## config.mk

```make
export PLATFORM = sky130hd
export DESIGN_NAME = rr_xbar_router
export DESIGN_NICKNAME = d
export VERILOG_FILES = /design/src/rtl/rr_xbar_router.sv
export SDC_FILE = /design/constraint.sdc
export NUM_CORES = 1
export LEC_CHECK = 0
export BUFFER_PORTS_ARGS = -buffer_cell sky130_fd_sc_hd__buf_2
export CORE_AREA = 3 3 242 244
export DETAILED_ROUTE_END_ITERATION = 8
export DIE_AREA = 0 0 245 247
export PLACE_DENSITY_LB_ADDON = 0.1
export SYNTH_ARGS = -nofsm -noshare
export SYNTH_HDL_FRONTEND = slang
export SYNTH_SLANG_ARGS = --single-unit
export TNS_END_PERCENT = 30
```

## constraint.sdc

```tcl
create_clock -name clk -period 11 [get_ports clk]
set_clock_uncertainty 0.05 [all_clocks]
set_input_delay 1.1 -clock clk [delete_from_list [all_inputs] [get_ports clk]]
set_output_delay 1.1 -clock clk [all_outputs]
set_load 0.02 [all_outputs]
```

## src/rtl/rr_xbar_router.sv

```systemverilog
// Packet crossbar: per-input packet FIFOs, table route decode on destID, per-output round-robin arbiter.
// Latency: 2 cycles minimum from in_put to out_put (FIFO write, then grant into the output register).
// Backpressure: in_free drops when a FIFO is full; out_free low stalls grants; full-puts and unroutable heads are dropped and counted.
//
// Ports:
//   clk, rst_b            clock, asynchronous active-low reset
//   in_pkt/in_put/in_free per-input packet, put strobe, FIFO-not-full
//   out_pkt/out_put       per-output registered packet and one-cycle valid pulse
//   out_free              per-output downstream can accept a packet next cycle
//   drop_cnt              saturating count of dropped packets
module rr_xbar_router #(
  parameter int          NPORTS    = 4,
  parameter int          DEPTH     = 4,
  parameter int          PKT_W     = 32,
  parameter logic [127:0] ROUTE_MAP = 128'h01010101_01010101_01010101_01030200
) (
  input  logic                           clk,
  input  logic                           rst_b,
  input  logic [NPORTS-1:0][PKT_W-1:0]   in_pkt,
  input  logic [NPORTS-1:0]              in_put,
  output logic [NPORTS-1:0]              in_free,
  output logic [NPORTS-1:0][PKT_W-1:0]   out_pkt,
  output logic [NPORTS-1:0]              out_put,
  input  logic [NPORTS-1:0]              out_free,
  output logic [7:0]                     drop_cnt
);

  localparam int AW = $clog2(DEPTH);
  localparam int CW = AW + 1;
  localparam int IW = $clog2(NPORTS);

  // FIFO storage and pointers; the extra count bit keeps full and empty distinct.
  logic [PKT_W-1:0]               r_mem  [NPORTS][DEPTH];
  logic [AW-1:0]                  r_wptr [NPORTS];
  logic [AW-1:0]                  r_rptr [NPORTS];
  logic [CW-1:0]                  r_cnt  [NPORTS];
  logic [IW-1:0]                  r_last [NPORTS];
  logic [NPORTS-1:0]              r_out_put;
  logic [NPORTS-1:0][PKT_W-1:0]   r_out_pkt;
  logic [7:0]                     r_drop_cnt;

  logic [NPORTS-1:0]              w_free;
  logic [NPORTS-1:0]              w_push;
  logic [NPORTS-1:0]              w_full_drop;
  logic [NPORTS-1:0]              w_vld;
  logic [NPORTS-1:0]              w_unrt;
  logic [NPORTS-1:0]              w_pop;
  logic [NPORTS-1:0]              w_gnt_vld;
  logic [IW-1:0]                  w_gnt_idx [NPORTS];
  logic [PKT_W-1:0]               w_head    [NPORTS];
  logic [7:0]                     w_dest    [NPORTS];
  logic [7:0]                     w_drop_nxt;

  // in_free depends only on registered occupancy, so a same-cycle pop never rescues a push to a full FIFO.
  always_comb begin
    for (int i = 0; i < NPORTS; i++) begin
      w_free[i] = (r_cnt[i] != CW'(DEPTH));
      w_vld[i]  = (r_cnt[i] != '0);
      w_head[i] = r_mem[i][r_rptr[i]];
      w_dest[i] = ROUTE_MAP[{w_head[i][27:24], 3'b000} +: 8];
      w_unrt[i] = w_vld[i] && (w_dest[i] >= 8'(NPORTS));
    end
  end

  assign w_push      = in_put & w_free;
  assign w_full_drop = in_put & ~w_free;

  // Round-robin per output: scan from the input after the last winner, first requester wins.
  always_comb begin : p_arb
    logic          found;
    logic [IW-1:0] idx;
    for (int o = 0; o < NPORTS; o++) begin
      found        = 1'b0;
      w_gnt_idx[o] = '0;
      for (int k = 1; k <= NPORTS; k++) begin
        idx = IW'((int'(r_last[o]) + k) % NPORTS);
        if (!found && out_free[o] && w_vld[idx] && (w_dest[idx] == 8'(o))) begin
          found        = 1'b1;
          w_gnt_idx[o] = idx;
        end
      end
      w_gnt_vld[o] = found;
    end
  end

  // Each head targets one output, so grants never collide on an input.
  always_comb begin
    w_pop = w_unrt;
    for (int o = 0; o < NPORTS; o++) begin
      if (w_gnt_vld[o]) w_pop[w_gnt_idx[o]] = 1'b1;
    end
  end

  always_comb begin : p_drop
    logic [8:0] sum;
    sum = {1'b0, r_drop_cnt};
    for (int i = 0; i < NPORTS; i++) begin
      sum = sum + 9'(w_full_drop[i]) + 9'(w_unrt[i]);
    end
    w_drop_nxt = (sum > 9'd255) ? 8'hFF : sum[7:0];
  end

  always_ff @(posedge clk or negedge rst_b) begin
    if (!rst_b) begin
      for (int i = 0; i < NPORTS; i++) begin
        r_wptr[i] <= '0;
        r_rptr[i] <= '0;
        r_cnt[i]  <= '0;
        r_last[i] <= IW'(NPORTS - 1);
      end
      r_out_put  <= '0;
      r_out_pkt  <= '0;
      r_drop_cnt <= '0;
    end else begin
      for (int i = 0; i < NPORTS; i++) begin
        if (w_push[i]) r_wptr[i] <= r_wptr[i] + AW'(1);
        if (w_pop[i])  r_rptr[i] <= r_rptr[i] + AW'(1);
        r_cnt[i] <= r_cnt[i] + CW'(w_push[i]) - CW'(w_pop[i]);
      end
      for (int o = 0; o < NPORTS; o++) begin
        if (w_gnt_vld[o]) begin
          r_out_pkt[o] <= w_head[w_gnt_idx[o]];
          r_last[o]    <= w_gnt_idx[o];
        end
      end
      r_out_put  <= w_gnt_vld;
      r_drop_cnt <= w_drop_nxt;
    end
  end

  // Storage needs no reset: occupancy governs what is visible.
  always_ff @(posedge clk) begin
    for (int i = 0; i < NPORTS; i++) begin
      if (w_push[i]) r_mem[i][r_wptr[i]] <= in_pkt[i];
    end
  end

  assign in_free  = w_free;
  assign out_put  = r_out_put;
  assign out_pkt  = r_out_pkt;
  assign drop_cnt = r_drop_cnt;

endmodule

```

## Word level (Yosys, flattened, before mapping)

Memories as Yosys holds them, arrays and structs flattened.
Index checks and enable logic that the tools add are counted.
W data, S select, Z words.

| operators by class | value |
|---|---|
| mux-type cells | 165 |
| reductions and logical operators | 76 |
| bitwise operators | 35 |
| shifts and indexed selects | 4 |
| equality and inequality tests | 16 |
| magnitude comparators | 61 |
| add/sub/neg operators | 40 |

Operator list:

| cell | count |
|---|---|
| $mux W32 | 20 |
| $bmux W32 S2 | 8 |
| $mux W128 | 4 |
| $shiftx A128 B8 Y8 const A | 4 |
| $mux W8 | 33 |
| $bmux W8 S2 | 16 |
| $demux W32 S2 | 4 |
| $ge A3 B3 Y1 const B | 28 |
| $not A2 Y3 | 28 |
| $eq A8 B2 Y1 const B | 8 |
| $add A9 B1 Y9 | 7 |
| $lt A2 B3 Y1 const B | 20 |
| $logic_and A1 B1 Y1 | 56 |
| $mux W1 | 40 |
| $add A2 B1 Y2 const B | 16 |
| $bmux W1 S2 | 16 |
| $eq A8 B1 Y1 const B | 4 |
| $ge A8 B3 Y1 const B | 4 |
| $logic_not A8 Y1 | 4 |
| $mux W2 | 16 |
| $add A2 B2 Y2 const B | 8 |
| $mux W4 | 4 |
| $or A4 B4 Y4 | 4 |
| $add A3 B1 Y3 | 4 |
| other kinds (11) | 41 |

| word-level totals | value |
|---|---|
| memories kept | 1 |
| register bits after elaboration | 176 |
| memory bits (writable) | 512 |
| input bits | 138 |

Memory list:

| memory | depth | bits a word | read ports | clocked after Yosys merged registers in | wr ports | line | RTL |
|---|---|---|---|---|---|---|---|
| r_mem | 4 | 128 | 4 | 0 | 4 | 33 | `logic [PKT_W-1:0] r_mem [NPORTS][DEPTH];` |

## Depth between registers and ports, before layout

| depth | value |
|---|---|
| word-level depth | 39 |
| depth in mapped cells | 20 |

## Worst setup path before layout

No wires, ideal clock.

| path | value |
|---|---|
| path type | reg-to-reg |
| start | register r_rptr[5] (netlist bit) |
| end | register r_cnt[2] (netlist bit) |
| required time | 10.826 ns |
| buffers on the path | 3 |
| setup time | 0.124 ns |
| period minus slack after synthesis | 4.375 ns |
| setup slack | 6.625 ns |
| arrival time | 4.201 ns |
| stages on the path, launching flop included | 19 |
| cells stage by stage | dfrtp_1 > clkbuf_1 > buf_2 > mux4_2 > a211o_1 > and2_1 > clkbuf_1 > mux4_2 > a22oi_1 > a311oi_1 > a31o_4 > nor2b_1 > or3_4 > ha_1 > inv_1 > ha_1 > fa_1 > xor2_1 > xnor2_1 |

| on the way | value |
|---|---|
| word-level cells in the longest chain between the ends | 39 |
| elaborated cells on any way between the ends | 182 |
| classes of those cells | add/sub: 1; order compare: 8; eq/ne: 12; shift: 1; mux: 95; bitwise: 5; reduce/logical: 60 |

Ends and longest elaborated chain:

| item | line | RTL |
|---|---|---|
| from (decl) | 35 | `logic [AW-1:0] r_rptr [NPORTS];` |
| from (signal, indexed assignment) | 117 | `if (w_pop[i]) r_rptr[i] <= r_rptr[i] + AW'(1);` |
| $not A2 Y3 (implied by the code) * | 59 | `w_head[i] = r_mem[i][r_rptr[i]];` |
| $bmux W32 S2 * | 59 |  |
| $mux W32 (implied by the code) * (2 in a row) | 59 |  |
| $shiftx A128 B8 Y8 * | 60 | `w_dest[i] = ROUTE_MAP[{w_head[i][27:24], 3'b000} +: 8];` |
| $bmux W8 S2 | 77 | `if (!found && out_free[o] && w_vld[idx] && (w_dest[idx] == 8'(o))) begin` |
| $mux W8 (implied by the code) (2 in a row) | 77 |  |
| $logic_not A8 Y1 | 77 |  |
| $logic_and A1 B1 Y1 | 77 |  |
| [22 not listed] | -- |  |
| $or A4 B4 Y4 (no line) | -- |  |
| $mux W4 | 90 | `if (w_gnt_vld[o]) w_pop[w_gnt_idx[o]] = 1'b1;` |
| $or A4 B4 Y4 (no line) | -- |  |
| $mux W4 | 90 |  |
| $or A4 B4 Y4 (no line) | -- |  |
| $mux W4 * | 90 |  |
| named net w_pop[3] | 47 | `logic [NPORTS-1:0] w_pop;` |
| $sub A3 B1 Y3 * | 118 | `r_cnt[i] <= r_cnt[i] + CW'(w_push[i]) - CW'(w_pop[i]);` |
| to (signal, indexed assignment) | 118 |  |
| to (decl) | 36 | `logic [CW-1:0] r_cnt [NPORTS];` |

Mark *: on every way through the listed nets, which the timed path passes. The rest lies on a longest branch. The select of a mux whose other input is x is not followed.
A chain may end at the register's enable or synchronous reset.

## Worst setup path in the final report

| path | value |
|---|---|
| start | register r_rptr[1] (netlist bit) |
| end | register r_cnt[2] (netlist bit) |

Same word-level chain as after synthesis.

==> summary.txt <==
Setup path
  – Crit path DAT: 6.51 ns
  – CP delay by family, top: simple AND/OR/NAND/NOR gates
  – Cells along the critical path: mux2_1 -> nor4_1 -> o221ai_1 -> mux4_2 -> a31oi_1 -> a21oi_1 -> nand3_2 -> buf_4 -> o2bb2ai_1 -> or3_4 -> ha_1 -> inv_1 -> ha_1 -> fa_1 -> xor2_1 -> xnor2_1
  – Crit-path slowest cell: dfrtp_2
  – Most common cell on crit path: ha_1
  – Worst EP required: 11.46 ns
  – Type of the worst setup path: register to register
  – Max FO, Critical Path: 41
  – Startpoint Class: register
  – CP max stage delay: between 1 and 1.5 ns
  – Worst Path Buf+Inv: 2
  – CP Capture Type: register

Die
  – Die height: between 200 and 250 um
  – Core Region: 56500 sq um
  – Row count: 87
  – Starting Density: about 55%
  – Die ar.: 60520 sq um
  – Die width: 245 um
  – IO Pins: roughly 280

STA
  – Tightest Pin Transition: 1.172 ns
  – Hold_ws: roughly 0.42 ns
  – Unrepaired setup endpoints after global routing: false
  – Final worst-path cycle share: 55.04%
  – Post-route worst setup slack: between 4 and 5 ns
  – Finish-stage setup viols: 0
  – Slew HR: 21.86%
  – Setup TNS: 0 ns
  – Final slew viol count: 0
  – Minimum clock period after layout: a little over 6 ns
  – Hold Vio Cnt, Final: 0
  – Fmax: 165.2 MHz

Clock network
  – Cts bufs inserted: 72
  – Clock tree buffer depth: 3
  – Post-CTS Hold Buffers: 0
  – Htree depth: 3
  – Number of setup buffers added after CTS: 0
  – Skew-Pair Late Insertion Delay: 0.63 ns
  – CTS tree: done
  – PostCTS Resize Cnt: 0
  – Clk slew on worst S/H paths: 0.06 ns
  – # clock sinks: 688
  – Clk root buf: clkbuf_16

Place
  – Detail Placement HPWL: between 50 and 60 mm
  – GP Congestion: 0.8928
  – Pre-CTS setup slack: 4.952 ns
  – Number of buffers added on ports: 281
  – Placed cells: between 2000 and 3000
  – Post-DP Area: approximately 33000 sq um

Drt
  – Routed WL: 81.62 mm
  – Drt pass-1 iters: 6
  – Via count: 18463
  – # DRC: 0
  – Routed len/inst: around 27 um
  – Post-route antenna net violation count: 0
  – Iter 0 DRT Violations: approximately 1700
  – Vias/cell: about 6

Cells and area
  – Fin area: approximately 35000 sq um
  – Area Growth Syn to Fin: 14.60%
  – Leading cell type in the layout, fill and taps excluded: edfxtp_1
  – Share of layout cells above drive strength 1: 31.43%
  – Most frequent cells in the layout: edfxtp_1 (512), buf_2 (280), mux2i_1 (275)
  – Final-stage net count: roughly 2300
  – Final Non-Filler Cells: 2992
  – Final Core Density: between 60% and 70%

Yosys
  – Syn Nets: 2062
  – Count of cell types in the netlist: 79
  – Number of flops mapped to enable cells by yosys: 512
  – FFs w/ async S/R, synth: 25.58%
  – Ys Warns: 0
  – Register area share after synthesis: 64.01%
  – Top FF cell, synth: edfxtp_1
  – Register bit total from synthesis: 688
  – Syn Area/Cell: ~16 sq um
  – Post-Syn Area: 30920 sq um
  – Cells after Synth: 1890

GRT
  – First-pass GRT wire length: 120.8 mm
  – GRT Resource Usage Total: 27.27%
  – Grt ovf: 0
  – Initial antenna violation count: 13
  – Largest net degree at the start of global routing: 103
  – Vias in the first global route: approximately 18000

Power
  – Total power: 12.23 mW
  – LEAKAGE: 13.78 nW
  – PwrDens: 345.3 nW/um^2
  – Worst vdd ir: roughly 0.24 mV

Outcome
  – Outcome: completed

Hold path
  – Tightest Hold Check Type: register to register

Flow run
  – MaxCap Viol Count: 0
==> state kept, by name, indices dropped and copies added, names as in the netlist <==
register / cells
r_cnt: 12
r_mem: 512
r_wptr: 8
drop_cnt: 8
r_last: 8
out_pkt: 128
out_put: 4
r_rptr: 8
==> cell type report <==
type / instances / area [sq um]
diodes: 6 / 15.01
fillers: 4107 / 21070
repair buffers: 318 / 1693
clock buffers: 92 / 1978
clock inverters: 37 / 340.3
multi-input cells: 1055 / 10510
flip-flops and latches: 688 / 19800
inverters: 40 / 150.1
well taps: 756 / 945.9
==> synthesized netlist by cell type (6+ instances only) <==
| master | count | area share [%] |
|---|---|---|
| edfxtp_1 | 512 | 50 |
| mux2i_1 | 275 | 8.9 |
| dfrtp_1 | 168 | 14 |
| mux4_2 | 135 | 9.8 |
| nand2_1 | 123 | 1.5 |
| mux2_2 | 95 | 3.5 |
| clkbuf_1 | 57 | 0.69 |
| o21ai_1 | 57 | 0.92 |
| inv_1 | 40 | 0.49 |
| o221ai_1 | 34 | 0.96 |
| nor2_1 | 31 | 0.38 |
| ha_1 | 28 | 1.1 |
| buf_2 | 25 | 0.40 |
| and3_1 | 22 | 0.45 |
| a21oi_1 | 21 | 0.34 |
| o21ai_0 | 20 | 0.32 |
| xnor2_1 | 18 | 0.51 |
| nand3_1 | 15 | 0.24 |
| nand2b_1 | 13 | 0.26 |
| buf_6 | 11 | 0.40 |
| and2_1 | 10 | 0.20 |
| buf_4 | 9 | 0.22 |
| dfstp_2 | 8 | 0.68 |
| o211ai_1 | 8 | 0.19 |
| or3_1 | 8 | 0.16 |
| a211oi_1 | 7 | 0.17 |
| a21o_1 | 7 | 0.17 |
| a31oi_1 | 7 | 0.14 |
| nand4_1 | 7 | 0.14 |
| o22ai_1 | 7 | 0.14 |
| fa_1 | 6 | 0.39 |
| nor3_1 | 6 | 0.097 |
| o31ai_1 | 6 | 0.15 |
| xor2_1 | 6 | 0.17 |
==> worst paths after layout <==
| kind | start | to | slack (ns) | cells past startpoint |
|---|---|---|---|---|
| setup / recovery | r_rptr[1] | r_cnt[2] | 4.95 | 16 |
| hold / removal | out_pkt[88] | out_pkt[88] | 0.42 | 1 |
| setup reg to reg | r_rptr[1] | r_cnt[2] | 4.95 | 16 |
| hold reg to reg | out_pkt[88] | out_pkt[88] | 0.42 | 1 |
| max in group asynchronous | rst_b | out_pkt[87] | 8.74 | 2 |
| min in group asynchronous | rst_b | out_pkt[123] | 0.55 | 1 |
==> worst register-to-register path: stages (launching register included) <==
cell and delay (ns):
dfrtp_2 1.04, mux2_1 0.41, nor4_1 0.55, o221ai_1 0.44, mux4_2 0.62, a31oi_1 0.29, a21oi_1 0.15, nand3_2 0.16
buf_4 0.48, o2bb2ai_1 0.19, or3_4 0.40, ha_1 0.29, inv_1 0.04, ha_1 0.18, fa_1 0.38, xor2_1 0.16
xnor2_1 0.12
==> routing by layer <==
layer  track usage [%]  vias up  part of all wire [%]
met5                 0        -                  0.11
met4             7.850       14                   2.5
met3             6.170      138                   8.1
met2             40.75      721                    45
met1             40.64     9575                    44
li1                  -     8015                     -
==> where the power goes <==
group / total, mW / leakage (nW) / switching, mW / internal [mW]
combinational: 5.84 / 5.83 / 3.50 / 2.34
clock: 2.37 / 1.14 / 1.03 / 1.34
sequential: 4.03 / 6.82 / 0.456 / 3.57
total: 12.2 / 13.8 / 4.98 / 7.25
==> cells by family after synthesis <==
group / Yosys count / share of synthesized area [%]
compound gates: 221 / 5.035
xor+xnor: 24 / 0.6799
fa+ha+maj: 34 / 1.522
buf+inv: 147 / 2.262
flops: 688 / 64.01
mux: 506 / 22.23
simple gates: 270 / 4.258
No activity file was read; power rests on OpenSTA's default activity.
